===== src/rtl/viterbi_k3_pkg.sv =====
// Constants and types shared by the K=3 encoder, ACS and traceback blocks.
package viterbi_k3_pkg;

   localparam int unsigned K          = 3;
   localparam int unsigned NUM_STATES = 4;
   localparam int unsigned STATE_W    = K - 1;
   localparam int unsigned SYM_W      = 2;

   localparam logic [K-1:0] G0_DEFAULT = 3'b111;
   localparam logic [K-1:0] G1_DEFAULT = 3'b101;

   typedef enum logic [1:0] {
      ST_IDLE = 2'd0,
      ST_DATA = 2'd1,
      ST_TAIL = 2'd2
   } enc_fsm_e;

   // Payload held in the encoder output register.
   typedef struct packed {
      logic [SYM_W-1:0] code;
      logic             last;
   } sym_t;

endpackage


===== src/rtl/conv_encoder_k3_if.sv =====
// Bit-in / symbol-out handshake bundle of the K=3 convolutional encoder.
interface conv_encoder_k3_if;

   logic                               in_bit;
   logic                               in_valid;
   logic                               in_ready;
   logic [viterbi_k3_pkg::SYM_W-1:0]   code_out;
   logic                               out_valid;
   logic                               out_ready;
   logic                               out_last;

   // slave: the encoder; master: the source/sink surrounding it
   modport slave (
      input  in_bit, in_valid, out_ready,
      output in_ready, code_out, out_valid, out_last
   );

   modport master (
      output in_bit, in_valid, out_ready,
      input  in_ready, code_out, out_valid, out_last
   );

endinterface


===== src/rtl/conv_enc_unit.sv =====
// One trellis step forward: parity pair and successor state for a given bit.
module conv_enc_unit
   import viterbi_k3_pkg::*;
#(
   parameter logic [K-1:0] G0 = G0_DEFAULT,
   parameter logic [K-1:0] G1 = G1_DEFAULT
) (
   input  logic [STATE_W-1:0] state,
   input  logic               enc_bit,
   output logic [STATE_W-1:0] next_state,
   output logic [SYM_W-1:0]   code
);

   logic [K-1:0] taps;

   assign taps       = {enc_bit, state};
   assign next_state = {enc_bit, state[STATE_W-1]};
   assign code       = {^(taps & G0), ^(taps & G1)};

endmodule


===== src/rtl/conv_encoder_k3.sv =====
// Framed rate-1/2 K=3 convolutional encoder with optional zero-tail termination.
module conv_encoder_k3
   import viterbi_k3_pkg::*;
#(
   parameter int unsigned  LEN_W   = 8,
   parameter logic [K-1:0] G0      = G0_DEFAULT,
   parameter logic [K-1:0] G1      = G1_DEFAULT,
   parameter bit           TAIL_EN = 1'b1
) (
   input  logic               clk,
   input  logic               rst_n,
   input  logic               start,
   input  logic [LEN_W-1:0]   frame_len,
   conv_encoder_k3_if.slave   bus,
   output logic [STATE_W-1:0] enc_state,
   output logic               busy
);

   enc_fsm_e             state_q, state_d;
   logic [LEN_W-1:0]     cnt_q, cnt_d;
   logic                 tail_idx_q, tail_idx_d;
   logic [STATE_W-1:0]   enc_q, enc_d;
   sym_t                 sym_q, sym_d;
   logic                 out_valid_q, out_valid_d;

   logic                 can_load_c;
   logic                 in_ready_c;
   logic                 enc_bit_c;
   logic [STATE_W-1:0]   enc_next_c;
   logic [SYM_W-1:0]     code_c;

   // Output register is free when empty or being drained this cycle.
   assign can_load_c = !out_valid_q || bus.out_ready;
   assign enc_bit_c  = (state_q == ST_DATA) ? bus.in_bit : 1'b0;

   conv_enc_unit #(
      .G0 (G0),
      .G1 (G1)
   ) u_enc_unit (
      .state      (enc_q),
      .enc_bit    (enc_bit_c),
      .next_state (enc_next_c),
      .code       (code_c)
   );

   always_ff @(posedge clk) begin
      if (!rst_n) begin
         state_q <= ST_IDLE;
      end else begin
         state_q <= state_d;
      end
   end

   always_ff @(posedge clk) begin
      if (!rst_n) begin
         cnt_q       <= '0;
         tail_idx_q  <= 1'b0;
         enc_q       <= '0;
         sym_q       <= '0;
         out_valid_q <= 1'b0;
      end else begin
         cnt_q       <= cnt_d;
         tail_idx_q  <= tail_idx_d;
         enc_q       <= enc_d;
         sym_q       <= sym_d;
         out_valid_q <= out_valid_d;
      end
   end

   always_comb begin
      state_d     = state_q;
      cnt_d       = cnt_q;
      tail_idx_d  = tail_idx_q;
      enc_d       = enc_q;
      sym_d       = sym_q;
      out_valid_d = out_valid_q;
      in_ready_c  = 1'b0;

      if (out_valid_q && bus.out_ready) begin
         out_valid_d = 1'b0;
      end

      case (state_q)
         ST_IDLE: begin
            if (start && (frame_len != '0)) begin
               cnt_d      = frame_len;
               enc_d      = '0;
               tail_idx_d = 1'b0;
               state_d    = ST_DATA;
            end
         end

         ST_DATA: begin
            in_ready_c = can_load_c;
            if (bus.in_valid && can_load_c) begin
               sym_d.code  = code_c;
               sym_d.last  = 1'b0;
               out_valid_d = 1'b1;
               enc_d       = enc_next_c;
               cnt_d       = cnt_q - LEN_W'(1);
               if (cnt_q == LEN_W'(1)) begin
                  if (TAIL_EN) begin
                     tail_idx_d = 1'b0;
                     state_d    = ST_TAIL;
                  end else begin
                     sym_d.last = 1'b1;
                     state_d    = ST_IDLE;
                  end
               end
            end
         end

         ST_TAIL: begin
            // Two zero bits flush the register back to state 00.
            if (can_load_c) begin
               sym_d.code  = code_c;
               sym_d.last  = tail_idx_q;
               out_valid_d = 1'b1;
               enc_d       = enc_next_c;
               if (tail_idx_q) begin
                  state_d = ST_IDLE;
               end else begin
                  tail_idx_d = 1'b1;
               end
            end
         end

         default: begin
            state_d = ST_IDLE;
         end
      endcase
   end

   assign bus.in_ready  = in_ready_c;
   assign bus.code_out  = sym_q.code;
   assign bus.out_last  = sym_q.last;
   assign bus.out_valid = out_valid_q;
   assign enc_state     = enc_q;
   assign busy          = (state_q != ST_IDLE);

endmodule


===== src/flat_wrapper.sv =====
// flat-port wrapper written by rule: the top's interface ports become plain ports
module conv_encoder_k3_flat import viterbi_k3_pkg::*;
#(
   parameter int unsigned  LEN_W   = 8,
   parameter logic [K-1:0] G0      = G0_DEFAULT,
   parameter logic [K-1:0] G1      = G1_DEFAULT,
   parameter bit           TAIL_EN = 1'b1
)
  (clk, rst_n, start, frame_len, enc_state, busy, bus_in_bit, bus_in_valid, bus_out_ready, bus_in_ready, bus_code_out, bus_out_valid, bus_out_last);
  conv_encoder_k3_if bus_i ();
  input  logic clk;
  input  logic rst_n;
  input  logic start;
  input  logic [LEN_W-1:0] frame_len;
  output logic [STATE_W-1:0] enc_state;
  output logic busy;
  input wire logic [$bits(bus_i.in_bit)-1:0] bus_in_bit;
  input wire logic [$bits(bus_i.in_valid)-1:0] bus_in_valid;
  input wire logic [$bits(bus_i.out_ready)-1:0] bus_out_ready;
  output wire logic [$bits(bus_i.in_ready)-1:0] bus_in_ready;
  output wire logic [$bits(bus_i.code_out)-1:0] bus_code_out;
  output wire logic [$bits(bus_i.out_valid)-1:0] bus_out_valid;
  output wire logic [$bits(bus_i.out_last)-1:0] bus_out_last;
  assign bus_i.in_bit = bus_in_bit;
  assign bus_i.in_valid = bus_in_valid;
  assign bus_i.out_ready = bus_out_ready;
  assign bus_in_ready = bus_i.in_ready;
  assign bus_code_out = bus_i.code_out;
  assign bus_out_valid = bus_i.out_valid;
  assign bus_out_last = bus_i.out_last;
  conv_encoder_k3 #(.LEN_W(LEN_W), .G0(G0), .G1(G1), .TAIL_EN(TAIL_EN)) u_core (.clk(clk), .rst_n(rst_n), .start(start), .frame_len(frame_len), .bus(bus_i), .enc_state(enc_state), .busy(busy));
endmodule

===== config.mk =====
export PLATFORM = sky130hd
export DESIGN_NAME = conv_encoder_k3_flat
export DESIGN_NICKNAME = d
export VERILOG_FILES = /design/src/rtl/viterbi_k3_pkg.sv /design/src/rtl/conv_encoder_k3_if.sv /design/src/rtl/conv_enc_unit.sv /design/src/rtl/conv_encoder_k3.sv /design/src/flat_wrapper.sv
export SDC_FILE = /design/constraint.sdc
export NUM_CORES = 1
export LEC_CHECK = 0
export CELL_PAD_IN_SITES_DETAIL_PLACEMENT = 2
export CELL_PAD_IN_SITES_GLOBAL_PLACEMENT = 2
export CORE_ASPECT_RATIO = 0.8
export CORE_MARGIN = 2
export CORE_UTILIZATION = 33
export DETAILED_ROUTE_END_ITERATION = 8
export PLACE_DENSITY = 0.83
export SLEW_MARGIN = 20
export SYNTH_ARGS = -nofsm -noshare
export SYNTH_HDL_FRONTEND = slang
export SYNTH_HIERARCHICAL = 1
export SYNTH_SLANG_ARGS = --single-unit

===== constraint.sdc =====
create_clock -name clk -period 5.5 [get_ports clk]
set_clock_uncertainty 0.2 [all_clocks]
set_input_delay 1.1 -clock clk [delete_from_list [all_inputs] [get_ports clk]]
set_output_delay 1.1 -clock clk [all_outputs]
set_load 0.1 [all_outputs]

# Word level (Yosys, flattened, before mapping)
# Cells that the tools add are included.
[totals]
register_bits = 17
inputBits = 14
out_inout_bits = 8
elab_cells = 61
[classes]
addsub = 1
n_eq_ne = 8
mux = 27
reduce_logical = 18
[ops]
columns = ["op", "n"]
rows = [
  ["2-bit two-way mux", 8],
  ["8-bit two-way mux", 2],
  ["8-bit case mux with 2 select lines", 1],
  ["2-bit case mux with 3 select lines", 2],
  ["5-bit AND reduction", 2],
  ["1-bit two-way mux", 9],
  ["8-bit by 1-bit equality test with 1-bit output, second input constant", 1],
  ["8-bit nonzero test", 1],
  ["8-bit by 1-bit subtractor with 8-bit output, second input constant", 1],
  ["3-bit two-way mux", 2],
  ["2-bit by 1-bit != test with 1-bit output, second input constant", 3],
  ["3-bit case mux with 2 select lines", 1],
  ["3-bit AND reduction", 2],
  ["2-bit nonzero test", 3],
  ["3-bit XOR reduction", 2],
  ["2-bit != test, second input constant", 2],
  ["4-bit AND reduction", 1],
  ["1-bit logical AND", 3],
  ["1-bit case mux with 3 select lines", 1],
  ["3-bit nonzero test", 1],
  ["2-bit by 1-bit equality test with 1-bit output, second input constant", 1],
  ["2-bit equality test, second input constant", 1],
  ["2-bit zero test", 1],
  ["1-bit case mux with 2 select lines", 1],
  ["2 further kinds", 2],
]

# Longest topological paths before layout
# Gate-level depths: netlist (run 1).
[logic_depth]
depth_word = 5
mapped_depth = 7
ltp_nobuf = 6

# Modules after synthesis
# The synthesis (run 1) kept the hierarchy.
[by_module_without_submodules]
columns = ["module", "n_inst", "cells_per_inst", "area_per_inst_um2", "seq_area_each_um2"]
rows = [
  ["conv_encoder_k3", 1, 141, 1192.4, 340.3],
  ["conv_enc_unit", 1, 4, 47.5, 0.0],
]

# Least setup slack after synthesis (run 1)
# Ideal clock, no wire load.
[synth_path]
kind = "input to output"
from = "in bus_out_ready"
to = "out bus_in_ready"
arrival_ps = 2399
required_ps = 4200
path_slack_ps = 1801
stages = 2
n_path_buf = 0
path_cell_list = "nor2b_1 > nor2_1"
[synth_via]
elab_chain_cells = 2
[synth_lines]
columns = ["item", "line_no", "rtl"]
rows = [
  ["start: declaration", "flat_wrapper.sv:19", "input wire logic [$bits(bus_i.out_ready)-1:0] bus_out_ready;"],
  ["1-bit logical OR", "conv_encoder_k3.sv:33", "assign can_load_c = !out_valid_q || bus.out_ready;"],
  ["1-bit two-way mux", "conv_encoder_k3.sv:83", "case (state_q)"],
  ["end: declaration", "flat_wrapper.sv:20", "output wire logic [$bits(bus_i.in_ready)-1:0] bus_in_ready;"],
]
# Every way passes these cells.

# Final worst setup path (run 1)
[layout_path]
from = "reg u_core.state_q[1]"
to = "out bus_in_ready"
[layout_via]
elab_chain_cells = 2
[layout_lines]
columns = ["item", "line_no", "rtl"]
rows = [
  ["start: declaration", "conv_encoder_k3.sv:19", "enc_fsm_e state_q, state_d;"],
  ["start signal: assignment", "conv_encoder_k3.sv:50", "state_q <= state_d;"],
  ["2-bit by 1-bit equality test with 1-bit output", "conv_encoder_k3.sv:83", ""],
  ["1-bit two-way mux", "conv_encoder_k3.sv:83", ""],
]
# Every way passes these cells.

==> results.json, run 1 <==
{
  "syn2layout_area_growth_pct": 18.9,
  "postCtsSetupBuffers": 0,
  "fin_crit_ns": 4.22,
  "grt_pass1_wl_um": 6690,
  "cts_root_buf": "clkbuf_8",
  "drc": 0,
  "drtAntennaViolNets": 0,
  "die_area_um2": 4270,
  "slew_violations": 0,
  "clock_sinks": 17,
  "synth_ff_type": "dfxtp_1",
  "grt_max_degree": 19,
  "worst_ep_required_time_ns": 4.20,
  "cts-hold-fix-buffers": 0,
  "hold_violations": 0,
  "multi_input_area_um2": 800,
  "routed_wirelength_um": 4080,
  "cts_buffer_depth": 2,
  "total_power_uw": 837,
  "via_per_inst": 5.88,
  "fin_tns_setup_ns": 0,
  "start_util_pct": 35.2,
  "antenna_found_initial": 0,
  "dpl_cell_area_um2": 1430,
  "synth_edf_count": 0,
  "drtIter0Drc": 62,
  "crit_type": "reg2out",
  "dieWidth_um": 72.5,
  "synthCells": 145,
  "clock_latency_ns": 0.25,
  "pin_count": 22,
  "ys_ff_latch": 17,
  "core_area_um2": 3520,
  "row_count": 19,
  "ys_types": 47,
  "regArea_um2": 340,
  "cp_max_fo": 14,
  "numCtsBuffers": 3,
  "syn_nets": 165,
  "postLayoutCoreUtil_pct": 41.9,
  "yosysSeqAreaShare_pct": 27.4,
  "ctsResizeCount": 0,
  "outcome": "completed",
  "drt_first_pass_iters": 8,
  "placement.io_buffers": 21,
  "num_vias": 1182,
  "grt_usage_pct": 20.9,
  "cts_tree": "yes",
  "leakagePower_uw": 0.000523,
  "async_flop_share_pct": 0,
  "grt_pass1_vias": 1274,
  "r2r_setup_slack_ns": 2.94,
  "netlist_area_um2": 1240,
  "finalSetupViolations": 0,
  "wl_per_cell_um": 20.3,
  "fin_crit_sh_pct": 76.8,
  "peakVddDrop_uv": 242,
  "ys_warn_count": 6,
  "fin_area_um2": 1470,
  "slew_headroom_pct": 34.7,
  "min_path_type": "reg2reg",
  "power.density_nw_per_um2": 568,
  "layout-drive-gt1-share_pct": 6.92,
  "maxCapViolations": 0,
  "worst_pin_slew_ns": 0.976,
  "die_y_um": 58.8,
  "synth.avg_cell_area_um2": 8.55,
  "htree_levels": 1,
  "worstPathArrival_ns": 2.92,
  "place_congestion": 0.813,
  "grt_setup_unrepaired": "no",
  "clock.fmax_mhz": 237,
  "globalRouteOverflowTotal": 0,
  "end_kind": "output pin",
  "nFillCells": 396,
  "hpwl_um": 3100,
  "antenna_cells": 0,
  "nets": 180,
  "startpoint_type": "flip-flop",
  "clk_pin_slew_worst_paths_ns": 0.07
}
## worst paths after layout
| kind | startpoint | endpoint | depth (start not counted) |
|---|---|---|---|
| max | u_core/state_q[1] | bus_in_ready | 5 |
| min | u_core/bus.code_out[0] | u_core/bus.code_out[0] | 2 |
| max reg2reg | u_core/state_q[1] | u_core/enc_state[1] | 6 |
| min reg2reg | u_core/bus.code_out[0] | u_core/bus.code_out[0] | 2 |
## worst max-delay path, cell delays in order, from the launching register on
cell	delay, ns
dfxtp_1	0.34
inv_1	0.11
ha_1	0.52
inv_1	0.36
nor2_1	0.18
clkdlybuf4s50_1	1.15
## per-layer routing
layer	up-vias	wire, um	part of all wire, %	global-route usage [%]
met5	-	0	0	0
met4	0	40	0.98	5.82
met3	6	153	3.7	5.65
met2	19	2000	49	34.8
met1	588	1890	46	26.9
li1	569	-	-	-
## per-stage QoR
stage | setup WS [ns] | hold WS (ns) | cells
floorplan | 1.80 | 0.239 | 145
global placement | 1.32 | 0.258 | 197
detailed placement | 1.30 | 0.286 | 197
CTS | 1.26 | 0.296 | 201
global route | 1.08 | 0.325 | 201
finish | 1.28 | 0.288 | 201
## layout by cell type, fill, tap and decap left out, types with 6 or more instances in the layout
master / count
inv_1: 7
a21oi_1: 13
nand2_1: 17
ha_1: 6
o32ai_1: 6
clkdlybuf4s50_1: 21
dfxtp_1: 17
mux2i_1: 7
## cells by family (layout without fill, tap and decap cells)
kind of cell	Yosys count	after routing	synth area share, %
compound gates	48	48	28.8
mux	7	7	5.65
fa+ha+maj	6	6	6.05
buf+inv	18	32	8.07
simple gates	47	47	21.4
xor+xnor	2	2	2.62
flops	17	17	27.4
## cell usage after synthesis, types with 2 or more instances
cell / instances / area (um^2)
nor4b_1: 2 / 17.5
nand2_1: 17 / 63.8
o31ai_1: 3 / 22.5
o21ai_0: 2 / 10.0
buf_4: 3 / 22.5
or4_4: 2 / 22.5
a211oi_1: 3 / 22.5
nand2b_1: 4 / 25.0
clkbuf_1: 3 / 11.3
nand3_1: 2 / 10.0
mux2i_1: 7 / 70.1
buf_6: 2 / 22.5
and2_1: 3 / 18.8
o2111ai_1: 2 / 17.5
dfxtp_1: 17 / 340
ha_1: 6 / 75.1
o32ai_1: 6 / 52.6
a221oi_1: 2 / 17.5
a31oi_1: 4 / 25.0
nor2b_1: 3 / 18.8
nor3b_1: 2 / 15.0
a21oi_1: 13 / 65.1
inv_1: 7 / 26.3
nor3_1: 4 / 20.0
a21o_1: 2 / 15.0
nor2_1: 3 / 11.3
## where the power goes
group | switching, uW | total, uW | internal (uW)
Sequential | 44.3 | 205 | 161
Clock | 45.7 | 97.2 | 51.5
Combinational | 347 | 534 | 187
Total | 437 | 837 | 399
## sequential cells by signal, summed over array words and instances, names as in the netlist
| register | count |
|---|---|
| u_core/tail_idx_q | 1 |
| u_core/bus.out_last | 1 |
| u_core/cnt_q | 8 |
| u_core/bus.code_out | 2 |
| u_core/bus.out_valid | 1 |
| u_core/enc_state | 2 |
| u_core/state_q | 2 |
## area by class of cell
| type | count | area share [%] |
|---|---|---|
| clock buffer | 4 | 3.06 |
| inverter | 7 | 1.78 |
| multi-input combinational | 110 | 54.2 |
| sequential | 17 | 23.1 |
| tap | 42 | 3.57 |
| timing repair buffer | 21 | 14.3 |
(Power assumes the default switching activity.)
==> run 2, diff against run 1 <==
- CORE_UTILIZATION: 33 -> 28
- PLACE_DENSITY: 0.83 -> 0.75
- clock period: 5.5 -> 3.6 ns (I/O delays scaled with it)
==> results.json, run 2 (synthesized netlist as in run 1, its figures left out) <==
{
  "slew_violations": 0,
  "p_seq_share_pct": 24.7,
  "htree_levels": 1,
  "max_stage_delay_ns": 0.42,
  "nets": 183,
  "place_congestion": 0.763,
  "pwr-share-comb_pct": 63.5,
  "clock_latency_ns": 0.26,
  "wl_per_cell_um": 19.0,
  "clock_sinks": 17,
  "largest_reg_flops": 8,
  "row_count": 21,
  "globalRouteOverflowTotal": 0,
  "slew_headroom_pct": 51.8,
  "drtAntennaViolNets": 0,
  "cp_max_fo": 3,
  "finalSetupViolations": 0,
  "power.density_nw_per_um2": 859,
  "hpwl_um": 3150,
  "placement.io_buffers": 21,
  "end_kind": "output pin",
  "power.internal_uw": 613,
  "r2r-start": "u_core/state_q[0]",
  "mostFrequentLayoutCells": "nand2_1, dfxtp_1, clkdlybuf4s50_1, a21oi_1, buf_4",
  "worst_pin_slew_ns": 0.716,
  "core_area_um2": 4230,
  "cp-endpoint": "bus_in_ready",
  "nFillCells": 486,
  "grt_usage_pct": 17.4,
  "regArea_um2": 340,
  "worstPathArrival_ns": 1.70,
  "grt_pass1_wl_um": 6790,
  "start_util_pct": 29.3,
  "routed_wirelength_um": 4150,
  "antenna_cells": 0,
  "worst_ep_required_time_ns": 2.68,
  "cp-startpoint": "bus_out_ready",
  "total_power_uw": 1280,
  "whs_ns": 0.286,
  "multi_input_area_um2": 800,
  "swShare_pct": 52.3,
  "r2r_setup_slack_ns": 1.23,
  "dieWidth_um": 78.4,
  "num_vias": 1197,
  "p_clk_share_pct": 11.8,
  "startpoint_type": "input pin",
  "crit_type": "in2out",
  "leakagePower_uw": 0.000552,
  "antenna_found_initial": 0,
  "pin_count": 22,
  "via_per_inst": 5.47,
  "grt_setup_unrepaired": "no",
  "maxCapViolations": 0,
  "fin_crit_sh_pct": 72.7,
  "top_register": "u_core/cnt_q",
  "path_cells": "clkdlybuf4s50_1 -> nor2b_1 -> nor2_1 -> buf_4",
  "hold_depth": 2,
  "die_y_um": 63.5,
  "crit_path_top_delay_cell": "clkdlybuf4s50_1",
  "grt_pass1_vias": 1319,
  "drt_first_pass_iters": 4,
  "drc": 0,
  "drtIter0Drc": 61,
  "r2r_end": "u_core/cnt_q[4]",
  "cts_buffer_depth": 2,
  "peakVddDrop_uv": 240,
  "min_path_type": "reg2reg",
  "numCtsBuffers": 3,
  "clock.fmax_mhz": 382,
  "ctsResizeCount": 0,
  "outcome": "completed",
  "die_area_um2": 4980,
  "netSwitchingPower_uw": 671,
  "cts_tree": "yes",
  "hold_violations": 0,
  "clk_pin_slew_worst_paths_ns": 0.07,
  "dp_slack_ns": 0.769,
  "fin_tns_setup_ns": 0,
  "postCtsSetupBuffers": 0,
  "cts_root_buf": "clkbuf_8",
  "setup_slack_ns": 0.981,
  "worstRegToRegCells": 6,
  "layout-drive-gt1-share_pct": 13.6,
  "grt_max_degree": 19,
  "syn2layout_area_growth_pct": 20.6,
  "fin_crit_ns": 2.62,
  "cts-hold-fix-buffers": 0
}
## run 2: through the flow
step	area [um^2]	cells	util, %
final	1500	219	35.3
after CTS	1500	219	35.3
after floorplan	1240	145	-
after detailed placement	1450	215	34.3
after global routing	1500	219	35.3
after global placement	1450	215	34.3
## run 2: worst max-delay path: cells and delay by family
kind / cells / cell delay (ns)
simple gates: 2 / 0.31
buf+inv: 2 / 0.66
## run 2: worst min path at each step
| stage | startpoint | end | slack [ns] |
|---|---|---|---|
| finish | u_core/cnt_q[7] | u_core/cnt_q[7] | 0.29 |
| global route | u_core/cnt_q[7] | u_core/cnt_q[7] | 0.31 |
| CTS | u_core/cnt_q[7] | u_core/cnt_q[7] | 0.29 |
| detailed placement | u_core/cnt_q[7] | u_core/cnt_q[7] | 0.28 |
| global placement | u_core/bus.out_last | u_core/bus.out_last | 0.26 |
| floorplan | u_core/cnt_q[7] | u_core/cnt_q[7] | 0.24 |
## run 2: cell type report
cell class	instances	share of cell area, %
Tap cell	57	4.77
Sequential cell	17	22.8
Multi-Input combinational cell	110	53.5
Timing Repair Buffer	24	14.2
Clock buffer	4	3.01
Inverter	7	1.76
## run 2: metal layers
layer / vias to the layer above / track usage (%) / wire length (um)
met5: - / 0 / 0
met4: 0 / 3.07 / 13
met3: 2 / 3.58 / 126
met2: 16 / 28.7 / 2030
met1: 606 / 23.6 / 1980
li1: 573 / - / -
## run 2: power groups by stage
stage          logic, uW  clock network [uW]  registers, uW
6_report             816                 151            317
5_1_grt              891                 164            324
4_1_cts              815                 156            316
3_5_place_dp         803                   0            318
3_3_place_gp         780                   0            311
2_1_floorplan        575                   0            341
